==> src/rtl/tcam_pipelined.sv <==
// Register-based ternary/binary CAM with valid bits, insert/delete write sequence
// and a two-stage lookup returning the lowest hit index plus a multi-hit flag.
module tcam_pipelined #(
  parameter int unsigned ID                      = 0,
  parameter int unsigned ID_BITS                 = 1,
  parameter int unsigned CAM_MODE                = 1,
  parameter int unsigned C_TCAM_ADDR_WIDTH       = 5,
  parameter int unsigned C_TCAM_DATA_WIDTH       = 32,
  parameter int unsigned C_TCAM_MATCH_ADDR_WIDTH = ID_BITS + C_TCAM_ADDR_WIDTH
) (
  input  logic                               CLK,
  input  logic                               RST,
  input  logic                               WE,
  input  logic [C_TCAM_ADDR_WIDTH-1:0]       ADDR_WR,
  input  logic [C_TCAM_DATA_WIDTH-1:0]       DIN,
  input  logic [C_TCAM_DATA_WIDTH-1:0]       DIN_MASK,
  input  logic                               DIN_VLD,
  output logic                               BUSY,
  input  logic                               CMP_REQ,
  input  logic [C_TCAM_DATA_WIDTH-1:0]       CMP_DIN,
  output logic                               MATCH_VLD,
  output logic                               MATCH,
  output logic                               MULTI_MATCH,
  output logic [C_TCAM_MATCH_ADDR_WIDTH-1:0] MATCH_ADDR
);

  localparam int unsigned AW    = C_TCAM_ADDR_WIDTH;
  localparam int unsigned DW    = C_TCAM_DATA_WIDTH;
  localparam int unsigned DEPTH = 1 << AW;
  localparam int unsigned IDW   = (ID_BITS == 0) ? 1 : ID_BITS;

  typedef enum logic [1:0] {
    S_IDLE   = 2'd0,
    S_INVAL  = 2'd1,
    S_COMMIT = 2'd2
  } state_t;

  state_t          r_state;
  logic            r_busy;
  logic [DEPTH-1:0] r_valid;
  logic [DW-1:0]   r_key  [DEPTH];
  logic [DW-1:0]   r_mask [DEPTH];
  logic [AW-1:0]   r_wr_addr;
  logic [DW-1:0]   r_wr_key;
  logic [DW-1:0]   r_wr_mask;
  logic            r_wr_vld;

  logic [DEPTH-1:0] w_hit;
  logic [DEPTH-1:0] r_hit;
  logic             r_s1_vld;

  logic             w_enc_any;
  logic             w_enc_multi;
  logic [AW-1:0]    w_enc_idx;

  logic             r_match_vld;
  logic             r_match;
  logic             r_multi;
  logic [AW-1:0]    r_match_idx;

  logic [DW-1:0]    w_din_mask;

  // Binary builds store an all-care mask so every key bit takes part in the compare.
  assign w_din_mask = (CAM_MODE != 0) ? DIN_MASK : '0;

  // Write sequencer: invalidate target, store key/mask, then commit the valid bit.
  always_ff @(posedge CLK) begin
    if (RST) begin
      r_state <= S_IDLE;
      r_busy  <= 1'b0;
      r_valid <= '0;
    end else begin
      case (r_state)
        S_IDLE: begin
          if (WE) begin
            r_valid[ADDR_WR] <= 1'b0;
            r_state          <= S_INVAL;
            r_busy           <= 1'b1;
          end
        end
        S_INVAL: begin
          r_state <= S_COMMIT;
        end
        S_COMMIT: begin
          r_valid[r_wr_addr] <= r_wr_vld;
          r_state            <= S_IDLE;
          r_busy             <= 1'b0;
        end
        default: begin
          r_state <= S_IDLE;
          r_busy  <= 1'b0;
        end
      endcase
    end
  end

  // Request capture and entry storage carry no reset; validity is governed by r_valid.
  always_ff @(posedge CLK) begin
    if (r_state == S_IDLE && WE) begin
      r_wr_addr <= ADDR_WR;
      r_wr_key  <= DIN;
      r_wr_mask <= w_din_mask;
      r_wr_vld  <= DIN_VLD;
    end
    if (!RST && r_state == S_INVAL) begin
      r_key[r_wr_addr]  <= r_wr_key;
      r_mask[r_wr_addr] <= r_wr_mask;
    end
  end

  for (genvar g = 0; g < DEPTH; g++) begin : g_hit
    assign w_hit[g] = r_valid[g] && (((CMP_DIN ^ r_key[g]) & ~r_mask[g]) == '0);
  end

  // Stage 1: capture the hit vector of the current table contents.
  always_ff @(posedge CLK) begin
    if (RST) begin
      r_s1_vld <= 1'b0;
    end else begin
      r_s1_vld <= CMP_REQ;
      if (CMP_REQ) begin
        r_hit <= w_hit;
      end
    end
  end

  // Lowest-index priority encode; a second hit raises the multi-match flag.
  always_comb begin
    w_enc_any   = 1'b0;
    w_enc_multi = 1'b0;
    w_enc_idx   = '0;
    for (int i = 0; i < DEPTH; i++) begin
      if (r_hit[i]) begin
        if (w_enc_any) begin
          w_enc_multi = 1'b1;
        end else begin
          w_enc_idx = AW'(i);
          w_enc_any = 1'b1;
        end
      end
    end
  end

  // Stage 2: result registers update only alongside a MATCH_VLD pulse.
  always_ff @(posedge CLK) begin
    if (RST) begin
      r_match_vld <= 1'b0;
      r_match     <= 1'b0;
      r_multi     <= 1'b0;
      r_match_idx <= '0;
    end else begin
      r_match_vld <= r_s1_vld;
      if (r_s1_vld) begin
        r_match     <= w_enc_any;
        r_multi     <= w_enc_multi;
        r_match_idx <= w_enc_idx;
      end
    end
  end

  assign BUSY        = r_busy;
  assign MATCH_VLD   = r_match_vld;
  assign MATCH       = r_match;
  assign MULTI_MATCH = r_multi;

  if (ID_BITS > 0) begin : g_id_prefix
    assign MATCH_ADDR = {IDW'(ID), r_match_idx};
  end else begin : g_no_prefix
    assign MATCH_ADDR = r_match_idx;
  end

endmodule

==> config.mk <==
export PLATFORM = sky130hd
export DESIGN_NAME = tcam_pipelined
export DESIGN_NICKNAME = d
export VERILOG_FILES = /design/src/rtl/tcam_pipelined.sv
export SDC_FILE = /design/constraint.sdc
export NUM_CORES = 2
export LEC_CHECK = 0
export BUFFER_PORTS_ARGS = -buffer_cell sky130_fd_sc_hd__buf_2
export CAP_MARGIN = 20
export CORE_ASPECT_RATIO = 1.4
export CORE_MARGIN = 1.5
export CORE_UTILIZATION = 50
export DETAILED_ROUTE_END_ITERATION = 7
export GPL_ROUTABILITY_DRIVEN = 0
export PLACE_DENSITY = 0.66
export SETUP_SLACK_MARGIN = 0.02
export SKIP_LAST_GASP = 1
export SLEW_MARGIN = 30
export SYNTH_ARGS = -nofsm -noshare
export SYNTH_HDL_FRONTEND = slang
export SYNTH_SLANG_ARGS = --single-unit
==> constraint.sdc <==
create_clock -name CLK -period 17.8 [get_ports CLK]
set_clock_uncertainty 0.1 [all_clocks]
set_input_delay 3.56 -clock CLK [delete_from_list [all_inputs] [get_ports CLK]]
set_output_delay 3.56 -clock CLK [all_outputs]
set_load 0.005 [all_outputs]
==> results.md <==
- Run status: completed
- Power per Cell Area: ~110 nW/µm²
- Overall power: 10.5 mW
- Vias: 44000
- Crit-path cells: buf_2 > buf_4 > xnor2_1 > o22ai_1 > nor3_1 > nand4_1 > nor4_1
- TritonCTS clock tree: built
- Worst EP arrival: between 6 and 7 ns
- Vias in the first global route: 42400
- Largest net degree at the start of global routing: between 60 and 70
- Vias/cell: around 6
- Top routing layer in use: met5
- Core Util, Final: a little under three fifths
- Post-DP Area: between 80000 and 90000 µm²
- Commonest non-fill, non-tap cells in the layout: 2150 x edfxtp_1, 1024 x xnor2_1, 419 x o22ai_1, 250 x nor2_1, 200 x clkbuf_16
- Final critical-path share of the clock period: between 30% and 40%
- Post-CTS Resized: 0
- Final Setup Violations: 0
- Area Growth Syn to Fin: 12.7%
- # fillers: between 10000 and 15000
- Drt pass-1 iters: 7
- Effective utilization at floorplan: 50.5%
- Setup crit start: CMP_DIN[28]
- Worst hold path type: reg2reg
- Met3 wire length: about 23000 µm
- Slew HR: a little under a third
- Non-Filler Instances: 7212
- Nets: roughly 5000
- Antenna viol nets, final: 0
- Distinct cells, synth: 68
- Family with the most delay on the worst path: simple AND/OR/NAND/NOR gates
- DR WL met2: around 120000 µm
- PnR worst setup slack: roughly 12 ns
- Worst Max-Slew Pin Slew: 1.02 ns
- R2R cell count: 5
- Drt drc: 0
- RSZ-0062 raised after global routing: no
- Synthesized instance count: about 4600
- Synth Register Bits: 2194
- Critical path type: in2reg
- Max H-tree Level: 4
- Setup TNS: 0 ns
- Initial antenna violation count: 19
- I/O Buffers: ~110
- Post-route cell area: 92600 µm²
- Mean Syn Cell Area: 17.8 µm²
- Root buf cell: clkbuf_16
- 1st-iter DRT viols: 6323
- Overall routing resource usage: 28.9%
- Fin. max-slew vios: 0
- Std-Cell Core Area: about 160000 µm²
- Max frequency: around 160 MHz
- Rows: approximately 180
- Async set or reset register ratio after synthesis: 0%
- Slowest Stage Delay on Critical Path: roughly 0.68 ns
- Commonest non-fill, non-tap cell in the layout: edfxtp_1
- WP buf/inv: 2
- Dpl hpwl: about 140000 µm
- Required time of the critical path: ~18 ns
- IO Count: ~120
- Crit path time final: just over 6 ns
- Hold Crit Depth: 2
- Die Height: slightly below 500 µm
- Post-Syn Area: 82100 µm²
- Routed WL: 242000 µm
- Post-synth top area share: 78.6%
- Largest area contributor in the netlist: edfxtp_1
- CTS Buffer Depth: 3
- Register area share after synthesis: 79.7%
- RR Startpoint: r_hit[2]
- Met1 wire length: just under 90000 µm
- Clk slew on worst S/H paths: roughly 0.06 ns
- VDD IR-drop max: between 0.1 and 0.15 mV
- Critical path endpoint category: flip-flop
- Layout cell share with drive strength beyond 1: around an eighth
- P_leak: between 20 and 30 nW
- Predominant post-synthesis flop cell: edfxtp_1
- Mapped Nets: approximately 4700
- Placed insts: a little under 7000
- Ys Warns: 0
- Hold_ws: roughly 0.35 ns
- Hold_sp: BUSY
- EDFF count, synth: 2150
- Synth top area cells: edfxtp_1 79%, xnor2_1 11%, o22ai_1 3.2%
- Setup Fix Bufs, Post-CTS: 0
- Skew-Pair Late Insertion Delay: 0.85 ns
- Clk sinks: 2194
- Crit start category: input pin
- Maxcap violations: 0
- Stages on worst setup path: 7
- Setup WS pre-CTS: between 10 and 15 ns
- Fin. Hold Viols: 0
- First-pass GRT wire length: approximately 330000 µm
- Die Wd: 345 µm
- Post-CTS Hold Buffers: 0
- CP max FO: 22
- WL per Instance: 33.5 µm
- Global route overflow: 0
- Die area: around 170000 µm²
- Slowest stage cell, crit path: nor3_1
- Num CTS Buffers: roughly 200
==> sequential cells by signal, indices dropped and copies added (netlist names) <==
name,flops
r_valid,32
r_hit,32
r_mask,1024
MATCH_VLD,1
r_wr_vld,1
r_s1_vld,1
BUSY,1
MULTI_MATCH,1
r_wr_key,32
MATCH,1
r_match_idx,5
r_state,2
r_wr_addr,5
r_key,1024
r_wr_mask,32
==> power by group <==
| group | switching (mW) | internal (mW) | total, mW |
|---|---|---|---|
| registers | 0.0148 | 5.71 | 5.72 |
| logic | 0.388 | 0.135 | 0.523 |
| clock network | 1.87 | 2.38 | 4.26 |
==> Yosys cell counts, drive strengths merged, types with 3 or more instances <==
| master | instances |
|---|---|
| nand3b | 3 |
| nand2 | 52 |
| nand2b | 5 |
| edfxtp | 2150 |
| nor4 | 43 |
| a211oi | 6 |
| o311ai | 3 |
| xnor2 | 1024 |
| inv | 9 |
| dfxtp | 44 |
| a31oi | 5 |
| nor2b | 7 |
| or4 | 10 |
| or3 | 5 |
| nor3 | 143 |
| nand4 | 37 |
| clkbuf | 69 |
| nand3 | 7 |
| o21ai | 45 |
| nor2 | 253 |
| and2 | 3 |
| buf | 103 |
| o221ai | 32 |
| and3 | 4 |
| a21oi | 40 |
| nor3b | 4 |
| a311oi | 4 |
| o22a | 32 |
| or2 | 3 |
| o22ai | 419 |
| a22oi | 26 |
==> per-layer routing <==
metal,up-vias,track usage (%)
met5,-,0
met1,22700,37.1
met3,505,4.63
li1,18300,-
met4,6,13.5
met2,2490,48.3
==> cell type report <==
type	count	area, µm²	area share [%]
sequential	2194	65400	70.7
timing repair buffer	276	1920	2.07
clock buffer	241	5160	5.57
antenna	4	10.0	0.0108
tap	2124	2660	2.87
inverter	9	33.8	0.0365
multi-input combinational	2245	16100	17.4
clock inverter	119	1230	1.32
==> tightest hold or removal path, cell delays in order, from the launching register on <==
cell and delay, ns:
dfxtp_1 0.31, inv_1 0.04, a21boi_0 0.06
==> path summary, 6_finish.rpt <==
kind / slack, ns / to
worst max-delay path: 11.58 / r_hit[10]
worst min-delay path: 0.35 / BUSY
worst max register to register: 14.52 / MULTI_MATCH
worst min register to register: 0.35 / BUSY
==> cell families (layout without fill, tap and decap cells) <==
family                   after synthesis  after routing  share of synthesized area [%]
adder cells (fa/ha/maj)                2              2                         0.0244
XOR/XNOR                            1024           1024                           10.9
buffers and inverters                181            645                          0.922
multiplexers                           1              1                         0.0122
other                                  1              5                        0.00457
AND/OR/NAND/NOR                      583            583                           3.38
AO/OA/AOI/OAI                        634            634                           5.03
flip-flops                          2194           2194                           79.7
Power figures use the tool's default switching activity.
